## src/rtl/lut_cfg_pkg.sv

```systemverilog
// Shared types for the LUT configuration loader: controller state encoding
// and the default word/checksum width.
package lut_cfg_pkg;
  typedef enum logic [1:0] {IDLE, LOAD, VERIFY, DONE} state_e;
  localparam int CSUM_W = 8;
endpackage

```

## src/rtl/cfg_sum_acc.sv

```systemverilog
// Modular accumulator: clear wins over enable, sum wraps at 2^W.
module cfg_sum_acc #(
  parameter int W = 8
) (
  input  logic         clk_i,
  input  logic         rst_i,
  input  logic         clr_i,
  input  logic         en_i,
  input  logic [W-1:0] data_i,
  output logic [W-1:0] sum_o
);
  logic [W-1:0] sum_q, sum_d;

  always_comb begin
    sum_d = sum_q;
    if (clr_i)     sum_d = '0;
    else if (en_i) sum_d = sum_q + data_i;
  end

  always_ff @(posedge clk_i or posedge rst_i) begin
    if (rst_i) sum_q <= '0;
    else       sum_q <= sum_d;
  end

  assign sum_o = sum_q;
endmodule

```

## src/rtl/lut_config_loader.sv

```systemverilog
// Streams configuration words into a daisy-chained LUT shift chain and can
// recirculate the chain once to check a read-back checksum.
module lut_config_loader
  import lut_cfg_pkg::*;
#(
  parameter int CONFIG_WIDTH = CSUM_W,
  parameter int CHAIN_WORDS  = 16,
  parameter int CNT_W        = $clog2(CHAIN_WORDS + 1)
) (
  input  logic                    config_clk,
  input  logic                    config_rst,
  input  logic                    start,
  input  logic                    abort,
  input  logic                    verify_en,
  input  logic [CONFIG_WIDTH-1:0] s_data,
  input  logic                    s_valid,
  output logic                    s_ready,
  output logic                    chain_en,
  output logic [CONFIG_WIDTH-1:0] chain_data,
  input  logic [CONFIG_WIDTH-1:0] chain_return,
  output logic                    busy,
  output logic                    done,
  output logic                    error
);
  localparam logic [CNT_W-1:0] FULL = CNT_W'(CHAIN_WORDS);
  localparam logic [CNT_W-1:0] LAST = CNT_W'(CHAIN_WORDS - 1);

  state_e                  state_q, state_d;
  logic [CNT_W-1:0]        cnt_q, cnt_d;
  logic                    vfy_q, vfy_d;
  logic                    err_q, err_d;
  logic                    sum_clr, ld_en, rd_en;
  logic [CONFIG_WIDTH-1:0] ld_sum, rd_sum, rd_final;

  // Read-back sum including the word on chain_return this cycle.
  assign rd_final = rd_sum + chain_return;

  always_comb begin
    state_d    = state_q;
    cnt_d      = cnt_q;
    vfy_d      = vfy_q;
    err_d      = err_q;
    sum_clr    = 1'b0;
    ld_en      = 1'b0;
    rd_en      = 1'b0;
    s_ready    = 1'b0;
    chain_en   = 1'b0;
    chain_data = '0;
    busy       = 1'b0;
    done       = 1'b0;
    case (state_q)
      IDLE, DONE: begin
        done = (state_q == DONE);
        if (start) begin
          state_d = LOAD;
          cnt_d   = '0;
          err_d   = 1'b0;
          vfy_d   = verify_en;
          sum_clr = 1'b1;
        end
      end
      LOAD: begin
        busy       = 1'b1;
        s_ready    = (cnt_q < FULL);
        chain_data = s_data;
        chain_en   = s_valid & s_ready;
        ld_en      = chain_en;
        if (chain_en) begin
          cnt_d = cnt_q + CNT_W'(1);
          if (cnt_q == LAST) begin
            cnt_d   = '0;
            state_d = vfy_q ? VERIFY : DONE;
          end
        end
      end
      VERIFY: begin
        busy       = 1'b1;
        chain_en   = 1'b1;
        chain_data = chain_return;
        rd_en      = 1'b1;
        cnt_d      = cnt_q + CNT_W'(1);
        if (cnt_q == LAST) begin
          cnt_d   = '0;
          state_d = DONE;
          err_d   = (rd_final != ld_sum);
        end
      end
      default: state_d = IDLE;
    endcase
    // Abort overrides start and handshake bookkeeping; the combinational
    // chain_en above still lets the current word shift in.
    if (abort) begin
      state_d = IDLE;
      cnt_d   = '0;
      err_d   = 1'b0;
      sum_clr = 1'b0;
    end
  end

  always_ff @(posedge config_clk or posedge config_rst) begin
    if (config_rst) begin
      state_q <= IDLE;
      cnt_q   <= '0;
      vfy_q   <= 1'b0;
      err_q   <= 1'b0;
    end else begin
      state_q <= state_d;
      cnt_q   <= cnt_d;
      vfy_q   <= vfy_d;
      err_q   <= err_d;
    end
  end

  assign error = err_q;

  cfg_sum_acc #(.W(CONFIG_WIDTH)) u_load_sum (
    .clk_i  (config_clk),
    .rst_i  (config_rst),
    .clr_i  (sum_clr),
    .en_i   (ld_en),
    .data_i (s_data),
    .sum_o  (ld_sum)
  );

  cfg_sum_acc #(.W(CONFIG_WIDTH)) u_read_sum (
    .clk_i  (config_clk),
    .rst_i  (config_rst),
    .clr_i  (sum_clr),
    .en_i   (rd_en),
    .data_i (chain_return),
    .sum_o  (rd_sum)
  );
endmodule

```

## config.mk

```make
export PLATFORM = sky130hd
export DESIGN_NAME = lut_config_loader
export DESIGN_NICKNAME = d
export VERILOG_FILES = /design/src/rtl/lut_cfg_pkg.sv /design/src/rtl/cfg_sum_acc.sv /design/src/rtl/lut_config_loader.sv
export SDC_FILE = /design/constraint.sdc
export NUM_CORES = 1
export LEC_CHECK = 0
export CORE_ASPECT_RATIO = 1.2
export CORE_UTILIZATION = 30
export DETAILED_ROUTE_END_ITERATION = 12
export PLACE_DENSITY = 0.62
export SYNTH_ARGS = -nofsm -noshare
export SYNTH_HDL_FRONTEND = slang
export SYNTH_SLANG_ARGS = --single-unit
export TNS_END_PERCENT = 5
```

## constraint.sdc

```tcl
create_clock -name config_clk -period 1.9 [get_ports config_clk]
set_input_delay 0.38 -clock config_clk [delete_from_list [all_inputs] [get_ports config_clk]]
set_output_delay 0.38 -clock config_clk [all_outputs]
set_load 0.02 [all_outputs]
```

==> flow_metrics.py <==
metrics = {
    "timing": {
        "slew_violations": 0,
        "fin_skew_ns": 0.007718,
        "clock.fmax_ghz": 0.4597,
        "whs_ns": 0.4562,
        "maxSlewHeadroom_pct": 76.43,
        "hold_violations": 0,
        "rsz0062_at_grt": "true",
        "timing.setup.tns_ns": -0.5268,
        "min_period_ns": 2.175,
        "fin_ws_ns": -0.2755,
        "setup_violations": 7,
        "period_share_pct": 114.5,
        "worst_slew_pin_slew_ns": 0.3536,
    },
    "synth": {
        "synth_xor_area_share_pct": 7.896,
        "netlist_area_um2": 2076,
        "yosysSeqAreaShare_pct": 30.14,
        "synth_top_family_by_area": "compound AO/OA/AOI/OAI gates",
        "synth-seq-cells": 25,
        "async_reset_ff_share_pct": 100.0,
        "yosysTopAreaCell": "dfrtp_1",
        "yosys-top-cells-area": "dfrtp_1, ha_1, xnor2_1, a21oi_1, nor2_1",
        "synth_cells": 244,
        "synth_simple_gate_area_share_pct": 18.38,
        "yosysUniqueCellTypes": 52,
        "synth_top_area_share_pct": 30.14,
        "yosysWarnings": 0,
        "synth_edf_count": 0,
        "synth_compound_area_share_pct": 20.55,
        "synth.net_count": 286,
        "yosys-mux-area-fraction_pct": 4.521,
        "synthAdderAreaFrac_pct": 12.78,
        "ys.flop_type": "dfrtp_1",
        "avgSynthCellArea_um2": 8.507,
    },
    "finish": {
        "layout_common_cells": "buf_4, nor2_1, dfrtp_1",
        "areaGrowthSynthToFinish_pct": 54.19,
        "nFillCells": 663,
        "drive_above_1_share_pct": 33.93,
        "layout_commonest_cell": "buf_4",
        "num_antenna_cells": 0,
        "nets": 379,
    },
    "pwr": {
        "p_switching_uw": 1956,
        "p_comb_share_pct": 73.7,
        "p_int_uw": 2663,
        "switching_share_pct": 42.35,
        "pwr-share-clk_pct": 7.3,
        "sequentialPowerShare_pct": 19.0,
        "peakVddDrop_uv": 501.5,
        "power.density_nw_per_um2": 1443,
        "p_leak_uw": 0.001458,
    },
    "drt": {
        "viasPerCell": 4.950,
        "wl_per_cell_um": 13.93,
        "drcViolationCount": 0,
        "drtPass1Iterations": 4,
        "wirelength_mm": 5.866,
        "final_antenna_net_count": 0,
        "drt_iter0_drc": 86,
        "via_count": 2084,
    },
    "critical_path": {
        "crit_type": "reg -> reg",
        "path_depth": 8,
        "slowest_delay_ns": 0.43,
        "startpoint_type": "register",
        "end_kind": "register",
        "cpMaxStageDelayCell": "dfrtp_1",
        "crit_family": "adder cells",
        "cp-endpoint": "error$_DFFE_PP0P_",
        "reg2reg_to": "error$_DFFE_PP0P_",
        "reg2reg_depth": 8,
        "worstReg2RegStart": "u_read_sum.sum_o[0]$_DFFE_PP0P_",
        "worst-path-buf-inv": 0,
        "crit_fanout": 2,
        "r2r_slack_ns": -0.28,
        "worst_ep_arrival_time_ns": 2.33,
        "path_cells": "ha_4, fa_2, xnor2_2, xnor2_1, a211oi_1, nand4_1, nor4_2, a31oi_1",
        "startpoint": "u_read_sum.sum_o[0]$_DFFE_PP0P_",
        "required_ns": 2.06,
    },
    "die": {
        "core-area_um2": 6566,
        "die_w_um": 77.94,
        "fp.dieH_um": 93.12,
        "io-pin-count": 35,
        "fp-row-count": 32,
        "start_util_pct": 31.61,
        "die_area_um2": 7257,
    },
    "clocking": {
        "cts_buffers": 3,
        "cts_root_buf": "clkbuf_8",
        "cts.clk_slew.worst_paths_ns": 0.10,
        "h-tree-depth": 1,
        "cts_sinks": 25,
        "hold_buffers": 0,
        "cts_tree": "done",
        "insertion_delay_ns": 0.28,
        "clockBufferDepth": 2,
    },
    "placed_design": {
        "port_buffers": 34,
        "dp_hpwl_mm": 4.582,
        "gp_congestion": 0.9606,
        "dp_slack_ns": -0.8590,
    },
    "global_route": {
        "grt_remaining_overflow": 0,
        "grt_pass1_wl_mm": 9.956,
        "grt_max_degree": 26,
        "grt_antenna_before_repair": 0,
        "grt_pass1_vias": 2108,
        "track_usage_pct": 17.62,
    },
    "run_status": {
        "violations": "negative setup slack",
        "status": "finished with violations",
    },
    "min_path": {
        "worstHoldPathType": "in -> async",
    },
    "flow_run": {
        "max_cap_violations": 0,
    },
}
-- what timing repair did --
| item | in CTS | in global routing |
|---|---|---|
| hold endpoints to repair | 0 | 0 |
| endpoints found under the setup margin | 22 | 23 |
| gates resized for setup | 79 | 5 |
| buffers inserted | 4 | 0 |
| pin swaps | 20 | 2 |
-- worst min-delay path by stage --
stage / start / endpoint / slack [ns]
after global routing: config_rst / cnt_q[4]$_DFFE_PP0P_ / 0.50
after detailed placement: cnt_q[3]$_DFFE_PP0P_ / cnt_q[3]$_DFFE_PP0P_ / 0.49
after CTS: config_rst / cnt_q[0]$_DFFE_PP0P_ / 0.47
after global placement: cnt_q[3]$_DFFE_PP0P_ / cnt_q[3]$_DFFE_PP0P_ / 0.48
final: config_rst / cnt_q[4]$_DFFE_PP0P_ / 0.46
after floorplan: config_rst / cnt_q[0]$_DFFE_PP0P_ / 0.41
-- through the flow --
| stage | power, uW | instances | utilization (%) | area [um2] |
|---|---|---|---|---|
| 6_report | 4619 | 421 | 48.74 | 3201 |
| 5_1_grt | 5003 | 421 | 48.74 | 3201 |
| 4_1_cts | 4539 | 421 | 48.25 | 3168 |
| 3_5_place_dp | 3933 | 413 | 45.33 | 2977 |
| 3_3_place_gp | 3873 | 413 | 45.33 | 2977 |
| 2_1_floorplan | 2677 | 244 | - | 2097 |
-- worst min-delay path, delay by kind of cell --
family | cells | cell delay (ns)
buffers and inverters | 3 | 0.77
-- power groups by stage --
| stage | registers, uW | logic, uW | clock network, uW |
|---|---|---|---|
| detailed placement | 863 | 3070 | 0 |
| global route | 902 | 3740 | 364 |
| CTS | 877 | 3310 | 351 |
| floorplan | 860 | 1820 | 0 |
| finish | 878 | 3400 | 338 |
| global placement | 848 | 3030 | 0 |
-- area by class of cell --
cell class / count / area, um2 / share of cell area [%]
multi-input combinational: 191 / 1551 / 48.48
timing repair buffer: 97 / 799.5 / 24.98
sequential: 25 / 625.6 / 19.55
tap: 85 / 106.4 / 3.323
inverter: 19 / 71.32 / 2.228
clock buffer: 3 / 41.29 / 1.290
clock inverter: 1 / 5.005 / 0.1564
-- cells in the mapped netlist (4+ instances only) --
cell and n:
a21oi_1 21, a22oi_1 8, clkbuf_1 4, dfrtp_1 25
ha_1 18, inv_1 19, mux2i_1 6, nand2_1 17
nand3_1 5, nor2_1 27, nor2b_1 4, nor3_1 6
o21ai_0 10, o21ai_1 7, xnor2_1 13
-- flip-flops by register name, indices dropped and copies added, names as in the netlist --
name,flops
u_load_sum.sum_o,8
error,1
vfy_q,1
state_q,2
cnt_q,5
u_read_sum.sum_o,8
-- kinds of logic (layout without fill, tap and decap cells) --
family	count (synthesis)	after routing
AOI/OAI and AO/OA	66	66
DFF	25	25
muxes	9	9
adders and majority gates	20	20
and+or+nand+nor	79	79
buffers and inverters	28	120
xor gates and xnor gates	17	17
-- routing by layer --
| metal | vias to the layer above | wire length, um | GRT usage [%] | share of wire [%] |
|---|---|---|---|---|
| li1 | 1054 | - | - | - |
| met1 | 967 | 2634 | 22.31 | 45 |
| met2 | 48 | 2828 | 29.13 | 48 |
| met3 | 15 | 211 | 2.341 | 3.6 |
| met4 | 0 | 192 | 9.259 | 3.3 |
| met5 | - | 0 | 0 | 0 |
Note: power is estimated with default switching activity, not from simulation.
